[src/rtl/router_synchronizer_pkg.sv]
// Shared encodings and timing constants for the router synchronizer.
// Holds the destination address codes and the soft-reset timeout length.
package router_synchronizer_pkg;

    typedef enum logic [1:0] {
        ADDR_FIFO0   = 2'b00,
        ADDR_FIFO1   = 2'b01,
        ADDR_FIFO2   = 2'b10,
        ADDR_INVALID = 2'b11
    } addr_e;

    localparam int TIMEOUT_CYCLES = 30;
    localparam int CNT_W          = 5;

    // Count value seen on the last idle edge before the pulse fires.
    localparam logic [CNT_W-1:0] CNT_LAST = CNT_W'(TIMEOUT_CYCLES - 1);

endpackage

[src/rtl/router_soft_rst_timer.sv]
// Per-channel idle timeout: pulses soft_rst after 30 idle cycles.
// Ports: clk, rstn (sync active-high), valid, re in; soft_rst out.
module router_soft_rst_timer
    import router_synchronizer_pkg::*;
(
    input  logic clk,
    input  logic rstn,
    input  logic valid,
    input  logic re,
    output logic soft_rst
);

    logic [CNT_W-1:0] cnt;
    logic             idle;

    // Data waiting but nobody reading it.
    assign idle = valid & ~re;

    always_ff @(posedge clk) begin
        if (rstn) begin
            cnt      <= '0;
            soft_rst <= 1'b0;
        end else if (!idle) begin
            cnt      <= '0;
            soft_rst <= 1'b0;
        end else if (cnt == CNT_LAST) begin
            // 30th consecutive idle edge: fire once, restart the window.
            cnt      <= '0;
            soft_rst <= 1'b1;
        end else begin
            cnt      <= cnt + 1'b1;
            soft_rst <= 1'b0;
        end
    end

endmodule

[src/rtl/router_synchronizer.sv]
// Router synchronizer: latches header address, decodes FIFO write
// enables / full flag, and runs three idle-timeout soft resets.
// Ports: detect_addr, write_enb_reg, clk, rstn, din[1:0], re_x, empty_x,
// full_x in; fifo_full, we[2:0], soft_rst_x, valid_out_x out.
module router_synchronizer
    import router_synchronizer_pkg::*;
(
    input  logic       detect_addr,
    input  logic       write_enb_reg,
    input  logic       clk,
    input  logic       rstn,
    input  logic [1:0] din,
    input  logic       re_0,
    input  logic       re_1,
    input  logic       re_2,
    input  logic       empty_0,
    input  logic       empty_1,
    input  logic       empty_2,
    input  logic       full_0,
    input  logic       full_1,
    input  logic       full_2,
    output logic       fifo_full,
    output logic [2:0] we,
    output logic       soft_rst_0,
    output logic       soft_rst_1,
    output logic       soft_rst_2,
    output logic       valid_out_0,
    output logic       valid_out_1,
    output logic       valid_out_2
);

    addr_e addr;

    always_ff @(posedge clk) begin
        if (rstn) begin
            addr <= ADDR_INVALID;
        end else if (detect_addr) begin
            addr <= addr_e'(din);
        end
    end

    // Decode uses the registered address, so a header arriving in the
    // same cycle as a write does not redirect that write.
    always_comb begin
        we        = 3'b000;
        fifo_full = 1'b0;
        unique case (addr)
            ADDR_FIFO0: begin
                we        = {2'b00, write_enb_reg};
                fifo_full = full_0;
            end
            ADDR_FIFO1: begin
                we        = {1'b0, write_enb_reg, 1'b0};
                fifo_full = full_1;
            end
            ADDR_FIFO2: begin
                we        = {write_enb_reg, 2'b00};
                fifo_full = full_2;
            end
            default: begin
                we        = 3'b000;
                fifo_full = 1'b0;
            end
        endcase
    end

    assign valid_out_0 = ~empty_0;
    assign valid_out_1 = ~empty_1;
    assign valid_out_2 = ~empty_2;

    router_soft_rst_timer u_tmr_0 (
        .clk      (clk),
        .rstn     (rstn),
        .valid    (valid_out_0),
        .re       (re_0),
        .soft_rst (soft_rst_0)
    );

    router_soft_rst_timer u_tmr_1 (
        .clk      (clk),
        .rstn     (rstn),
        .valid    (valid_out_1),
        .re       (re_1),
        .soft_rst (soft_rst_1)
    );

    router_soft_rst_timer u_tmr_2 (
        .clk      (clk),
        .rstn     (rstn),
        .valid    (valid_out_2),
        .re       (re_2),
        .soft_rst (soft_rst_2)
    );

endmodule

[config.mk]
export PLATFORM = sky130hd
export DESIGN_NAME = router_synchronizer
export DESIGN_NICKNAME = d
export VERILOG_FILES = /design/src/rtl/router_synchronizer_pkg.sv /design/src/rtl/router_soft_rst_timer.sv /design/src/rtl/router_synchronizer.sv
export SDC_FILE = /design/constraint.sdc
export NUM_CORES = 1
export LEC_CHECK = 0
export ABC_AREA = 1
export BUFFER_PORTS_ARGS = -buffer_cell sky130_fd_sc_hd__buf_2
export CAP_MARGIN = 20
export CORE_UTILIZATION = 30
export DETAILED_ROUTE_END_ITERATION = 10
export GPL_TIMING_DRIVEN = 0
export PLACE_DENSITY = 0.56
export REMOVE_ABC_BUFFERS = 1
export SKIP_LAST_GASP = 1
export SLEW_MARGIN = 20
export SYNTH_ARGS = -nofsm -noshare
export SYNTH_HDL_FRONTEND = slang
export SYNTH_SLANG_ARGS = --single-unit
[constraint.sdc]
create_clock -name clk -period 1 [get_ports clk]
set_input_delay 0.3 -clock clk [delete_from_list [all_inputs] [get_ports clk]]
set_output_delay 0.3 -clock clk [all_outputs]
set_load 0.1 [all_outputs]
# Word level (Yosys, flattened, before mapping)
# Index checks and enable logic that the tools add are counted.
# Widths: inputs -> output; s select.
[op_classes]
eq_ne = 5
add_sub_neg = 3
mux = 5
reduce_logical = 7
bitwise = 12
[ops]
columns = ["operator", "count"]
rows = [
  ["$add 5x1->5 const B", 3],
  ["$eq 5x5->1 const B", 3],
  ["$not 1->1", 9],
  ["$pmux 3 s3", 1],
  ["$reduce_or 3->1", 3],
  ["$reduce_or 2->1", 3],
  ["$and 1x1->1", 3],
  ["$mux 1", 3],
  ["$pmux 1 s3", 1],
  ["$eq 2x1->1 const B", 1],
  ["$eq 2x2->1 const B", 1],
  ["$logic_not 2->1", 1],
]
[word_totals]
in_bits = 15
regBits = 20

# Longest topological paths before layout
# Gate-level depths: netlist of the first run.
[logic_depth]
depth_word = 4
ltp_mapped = 7
ltp_nobuf = 7

# By module
# A second synthesis of the first run with hierarchy kept.
[unflattened]
hier_cells = 128
hier_area_um2 = 940.9
[modules_own_cells]
columns = ["mod", "seq_area_each_um2", "cells_each", "n_inst", "area_each_um2"]
rows = [
  ["router_soft_rst_timer", 120.1, 35, 3, 270.3],
  ["router_synchronizer", 40.0, 23, 1, 130.1],
]

# Worst setup path before layout of the first run
# OpenSTA, ideal clock, no wires.
[synth_path]
kind = "reg-to-output"
start = "reg addr[1]"
end = "out we[2]"
arrival_ns = 2.488
path_slack_ns = -1.788
stages_incl_launch_ff = 3
path_cell_list = "dfxtp_1 inv_1 nor3_1"
[synth_between]
elab_chain_len = 2
word_cells_on_any_way = 4
[synth_rtl]
columns = ["element", "line", "text"]
rows = [
  ["start: declaration", "router_synchronizer.sv:32", "addr_e addr;"],
  ["start signal: assignment", "router_synchronizer.sv:38", "addr <= addr_e'(din);"],
  ["$eq 2x2->1, or another cell as far along", "router_synchronizer.sv:47", "unique case (addr)"],
  ["$pmux 3 s3 *", "router_synchronizer.sv:47", ""],
  ["end: declaration", "router_synchronizer.sv:23", "output logic [2:0] we,"],
]
# Mark *: on every way between the ends. The rest lies on a longest branch, timed or not.

# Final worst setup path of the first run
[layout_path]
start = "reg addr[1]"
end = "out we[1]"
# Same word-level chain as after synthesis.

==> impl_metrics.tcl, run 1 <==
set metrics [dict create \
    cts.reportedPaths.clkPinSlew_ps 110 \
    worst_skew_pair.late_latency_ps 290 \
    antenna_found_initial 0 \
    yosys_warnings 0 \
    cts.path.max_buffers 2 \
    worst_slack_ps -431.2 \
    grt_pass1_wl_um 2960 \
    async_flop_share_pct 0 \
    hpwlAfterDp_um 1291 \
    startpoint_type "register" \
    die-width_um 57.37 \
    grt_max_degree 11 \
    switching_power_uw 446.3 \
    rsz0062_at_grt "yes" \
    combPwrFrac_pct 19.7 \
    worstMarginPinSlew_ps 236.9 \
    ff_latch_area_sq_um 432.9 \
    initial_utilization_pct 32.51 \
    grt_pass1_vias 775 \
    reg2reg_depth 6 \
    switching_share_pct 29.87 \
    ys_ff_latch 20 \
    antenna_cells 0 \
    route.detailed.drc 2 \
    die-area_sq_mm 0.003291 \
    p_leak_nw 0.6525 \
    hold_viol_final 0 \
    cts-root-buf "clkbuf_4" \
    maxCapViolations 0 \
    placed_area_sq_mm 0.001079 \
    p_int_mw 1.048 \
    grtUsageMet3_pct 3.401 \
    drtIter0Drc 25 \
    die_y_um 57.37 \
    grt_overflow 0 \
    yosysSeqAreaShare_pct 43.54 \
    syn-instance-count 123 \
    syn_to_final_growth_pct 63.40 \
    holdPathEnd "u_tmr_1.soft_rst" \
    grt_util_all_layers_pct 11.83 \
    power_mw 1.494 \
    design.core.area_sq_mm 0.002829 \
    firstDrtPassIters 6 \
    syn_area_sq_um 919.6 \
    wl_um 2119 \
    synth_area_leaders "dfxtp_1, inv_1, nand2_1" \
    final_nets 181 \
    wire_per_inst_um 11.21 \
    clock_skew_ps 0.4999 \
    status "finished with violations" \
    worst_hold_path_type "primary input to register" \
    slew_violations 0 \
    cts_tree "built" \
    period_share_pct 143.1 \
    use_met1_pct 11.81 \
    placementRows 19 \
    min_from "re_1" \
    drive_above_1_share_pct 55.70 \
    critPathKind "register to output port" \
    cp.arrival_ps 1130 \
    r2r_end "u_tmr_0.soft_rst" \
    p_per_area_mw_per_mm2 994.5 \
    worst_hold_slack_ps 172.3 \
    fin_util_pct 53.12 \
    multiInputGateArea_sq_um 600.6 \
    gp_congestion 0.7267 \
    finalInstanceArea_sq_mm 0.001503 \
    clkPwrFrac_pct 25.2 \
    vias_per_cell 4.524 \
    cts_htree_levels 1 \
    use_met2_pct 22.43 \
    yosysTopAreaCell "dfxtp_1" \
    cp.required_ps 700 \
    synth.distinct_cells 15 \
    antenna_left 0 \
    io-pin-count 25 \
    via_count 855 \
    synth-edff-count 0 \
    p_seq_share_pct 55.1 \
    ir_drop_v 0.0004953 \
    top_usage_layer "met2" \
    period_needed_ps 1431 \
    postCtsHoldBufs 0 \
    setup_viol 7 \
    r2r_start "u_tmr_0.cnt[0]" \
    fmaxAchievable_ghz 0.6987 \
    r2r_setup_slack_ps 10 \
    cp_max_fo 4 \
    portBuffers 24 \
    synth.top_cell.area_share_pct 43.54 \
    cts_made_buffers 3 \
    clock-sinks 20 \
    whs_path_depth 2 \
    avgSynthCellArea_sq_um 7.477 \
    relSlewSlack_pct 84.19 \
    nFillCells 262 \
    cp-end-kind "output port" \
    synth_ff_type "dfxtp_1" \
    violations "design-rule violations, negative setup slack" \
]
-- Yosys cell counts (3+ instances only) --
library cell / number
ha_1: 6
inv_1: 22
nand2_1: 21
nand4_1: 6
dfxtp_1: 20
nand3_1: 10
nor3_1: 5
nand2_2: 6
xnor2_1: 3
nor2_1: 16
-- final cells by class --
type                       count  share of cell area, %
multi-input combinational     80                  39.97
clock buffer                   3                  1.499
tap                           31                  2.581
inverter                      23                  6.078
sequential                    20                  28.81
timing repair buffer          32                  21.07
-- power by group through the flow --
stage / Sequential, mW / Combinational, mW / Clock (mW)
floorplan: 0.837 / 0.150 / 0
global placement: 0.839 / 0.202 / 0
detailed placement: 0.840 / 0.204 / 0
CTS: 0.825 / 0.249 / 0.389
global route: 0.826 / 0.310 / 0.433
finish: 0.824 / 0.294 / 0.376
-- layout by cell type, fill, tap and decap left out, types with 7 or more instances in the layout --
| cell type | netlist | routed |
|---|---|---|
| nand3_1 | 10 | 8 |
| inv_1 | 22 | 14 |
| inv_2 | 1 | 7 |
| dfxtp_1 | 20 | 8 |
| nand2_1 | 21 | 19 |
| buf_12 | 0 | 8 |
| buf_4 | 0 | 8 |
| nor2_2 | 2 | 9 |
| dfxtp_4 | 0 | 7 |
| buf_2 | 0 | 14 |
| nor2_1 | 16 | 7 |
-- logic make-up after synthesis --
| family | synth area share (%) |
|---|---|
| AO/OA/AOI/OAI | 2.177 |
| adder cells (fa/ha/maj) | 8.163 |
| XOR/XNOR | 2.858 |
| AND/OR/NAND/NOR | 33.88 |
| buffers and inverters | 9.387 |
| flip-flops | 43.54 |
-- worst max-delay path by stage --
stage	cells past startpoint	startpoint	to	slack [ps]
after floorplan	2	addr[1]	we[2]	-1790
after global placement	3	addr[0]	we[1]	-350
after detailed placement	3	addr[1]	we[2]	-380
after CTS	3	addr[1]	we[2]	-490
after global routing	3	addr[0]	we[1]	-480
final	2	addr[1]	we[1]	-430
-- critical path, stage by stage, from the launching register on --
cell	delay, ps
dfxtp_4	390
nor3_2	200
buf_6	250
-- routing by layer --
metal,up-vias,share of wire [%]
met5,-,0
met4,0,0.90
met3,2,1.9
met2,7,58
met1,390,39
li1,456,-
-- state kept, by name (all words and copies together) (netlist names) --
register and count:
u_tmr_0.cnt 5, u_tmr_1.cnt 5, u_tmr_2.cnt 5, addr 2, u_tmr_0.soft_rst 1, u_tmr_1.soft_rst 1
u_tmr_2.soft_rst 1
-- through the flow --
stage / std cells / TNS, ps / setup WS (ps)
floorplan: 123 / -14120 / -1788
global placement: 178 / -1771 / -345.1
detailed placement: 178 / -2066 / -378.5
CTS: 184 / -2165 / -491.6
global route: 189 / -2641 / -482.4
finish: 189 / -2079 / -431.2
-- repair_timing --
| action | in CTS | in global routing |
|---|---|---|
| pin swaps | 3 | 16 |
| buffers inserted | 3 | 5 |
| endpoints found under the setup margin | 25 | 26 |
| gates resized for setup | 48 | 54 |
No activity file was read; power rests on OpenSTA's default activity.
==> run 2, diff against run 1 <==
--- a/config.mk
+++ b/config.mk
@@ -11,7 +11,7 @@
 export CORE_UTILIZATION = 30
 export DETAILED_ROUTE_END_ITERATION = 10
 export GPL_TIMING_DRIVEN = 0
-export PLACE_DENSITY = 0.56
+export PLACE_DENSITY_LB_ADDON = 0.3
 export REMOVE_ABC_BUFFERS = 1
 export SKIP_LAST_GASP = 1
 export SLEW_MARGIN = 20
==> run 2 against run 1 <==
Compared with the run above:
- the flow still finishes with violations (design-rule violations, negative setup slack)
- critical path type unchanged
- hold slack got worse by 21 ps
- largest power group unchanged
- global-route usage increased by 0.87 points
- non-clock buffer count decreased by 1
- register-to-register slack about the same
- power increased by 20%
- clock power increased by 79%
- critical endpoint unchanged
- combinational power about the same
- setup slack got worse by 60 ps
==> impl_metrics.tcl, run 2 (synthesis gave the netlist of run 1 again) <==
set metrics [dict create \
    status "finished with violations" \
    violations "design-rule violations, negative setup slack" \
    fmaxAchievable_ghz 0.6705 \
    firstDrtPassIters 7 \
    final_cell_mix "nand2_1, inv_1, buf_2" \
    grt_overflow 0 \
    postCtsHoldBufs 0 \
    critPathKind "register to output port" \
    gp_congestion 0.7211 \
    met3_length_um 75 \
    clock_skew_ps 16.49 \
    worst_skew_pair.late_latency_ps 310 \
    power_mw 1.791 \
    antenna_cells 0 \
    worstMarginPinSlew_ps 234.8 \
    p_per_area_mw_per_mm2 1200 \
    antenna_left 0 \
    cts.path.max_buffers 2 \
    period_needed_ps 1491 \
    final_nets 180 \
    dp_cells 178 \
    cp_slowest_cell "dfxtp_4" \
    design.core.area_sq_mm 0.002829 \
    crit_chain "inv_4, nor3_4, buf_12" \
    final_common_cell "nand2_1" \
    cts_made_buffers 3 \
    tns_ps -2286 \
    maxCapViolations 0 \
    slew_violations 0 \
    r2r_start "u_tmr_0.cnt[0]" \
    grt_max_degree 13 \
    clock-sinks 20 \
    cts_tree "built" \
    worst_hold_slack_ps 151.3 \
    critPathMaxStageDelay_ps 420 \
    startpoint_type "register" \
    crit_start "addr[0]" \
    cts_htree_levels 1 \
    hpwlAfterDp_um 1294 \
    min_from "re_2" \
    cp_max_fo 4 \
    wire_per_inst_um 12.07 \
    io-pin-count 25 \
    portBuffers 24 \
    grt_pass1_vias 811 \
    cts.reportedPaths.clkPinSlew_ps 130 \
    cp-end-kind "output port" \
    fin_util_pct 52.76 \
    worst_hold_path_type "primary input to register" \
    die-area_sq_mm 0.003291 \
    drive_above_1_share_pct 54.43 \
    nFillCells 256 \
    placementRows 19 \
    relSlewSlack_pct 84.33 \
    top_regs "u_tmr_0.cnt x5, u_tmr_1.cnt x5, u_tmr_2.cnt x5" \
    ir_drop_v 0.0009262 \
    period_share_pct 149.1 \
    antenna_found_initial 0 \
    wl_um 2281 \
    placed_area_sq_mm 0.001079 \
    vias_per_cell 4.788 \
    routed-wl-met2_um 1361 \
    finalNonFillerCells 189 \
    via_count 905 \
    grt_util_all_layers_pct 12.71 \
    route.detailed.drc 2 \
    die_y_um 57.37 \
    drtIter0Drc 17 \
    dp_slack_ps -376.3 \
    cp.arrival_ps 1190 \
    rsz0062_at_grt "yes" \
    highest_layer "met4" \
    cts-root-buf "clkbuf_4" \
    finalInstanceArea_sq_mm 0.001493 \
    worst_slack_ps -491.4 \
    hold_viol_final 0 \
    wirelength_met1_um 830 \
    setup_viol 7 \
    grt_pass1_wl_um 3201 \
    syn_to_final_growth_pct 62.31 \
    die-width_um 57.37 \
    cp.required_ps 700 \
    p_leak_nw 0.6572 \
    initial_utilization_pct 32.51 \
]
-- run 2: cell count changes in the layout (fill, tap and decap cells not counted), sizes merged --
| cell | delta |
|---|---|
| buf | -2 |
| bufinv | +1 |
| clkbuf | +1 |
-- run 2: critical path: cells and delay by family, from the launching register on --
| kind | cells | cell delay, ps |
|---|---|---|
| buffers and inverters | 2 | 260 |
| flip-flops | 1 | 420 |
| AND/OR/NAND/NOR | 1 | 200 |
-- run 2: routing by layer --
layer | GRT usage, % | vias to the layer above
li1 | - | 459
met3 | 4.762 | 2
met2 | 23.92 | 12
met5 | 0 | -
met4 | 3.136 | 0
met1 | 13.13 | 432
-- run 2: area by class of cell --
class                   count  area, sq um  area share [%]
clock buffers               3        22.52           1.509
clock inverters             1        30.03           2.012
inverters                  23        91.34           6.119
multi-input cells          80        570.5           38.22
flip-flops and latches     20        431.7           28.92
well taps                  31        38.79           2.598
repair buffers             31        307.8           20.62
-- run 2: what timing repair did --
item	in CTS	in global routing
setup buffers	4	3
resized for setup	49	46
setup endpoints to repair	25	24
pin swaps	4	18
-- run 2: power breakdown --
| part | leakage (nW) | internal (mW) | switching [mW] |
|---|---|---|---|
| registers | 0.169 | 0.800 | 0.0231 |
| clock network | 0.0279 | 0.406 | 0.266 |
| logic | 0.460 | 0.110 | 0.185 |
| total | 0.657 | 1.32 | 0.475 |
-- run 2: worst paths after layout --
path | endpoint | slack, ps | cells after the start
worst min-delay path | u_tmr_2.soft_rst | 150 | 2
worst min register to register | u_tmr_0.cnt[0] | 470 | 1
worst max-delay path | we[1] | -490 | 3
worst max register to register | u_tmr_0.cnt[4] | 20 | 5
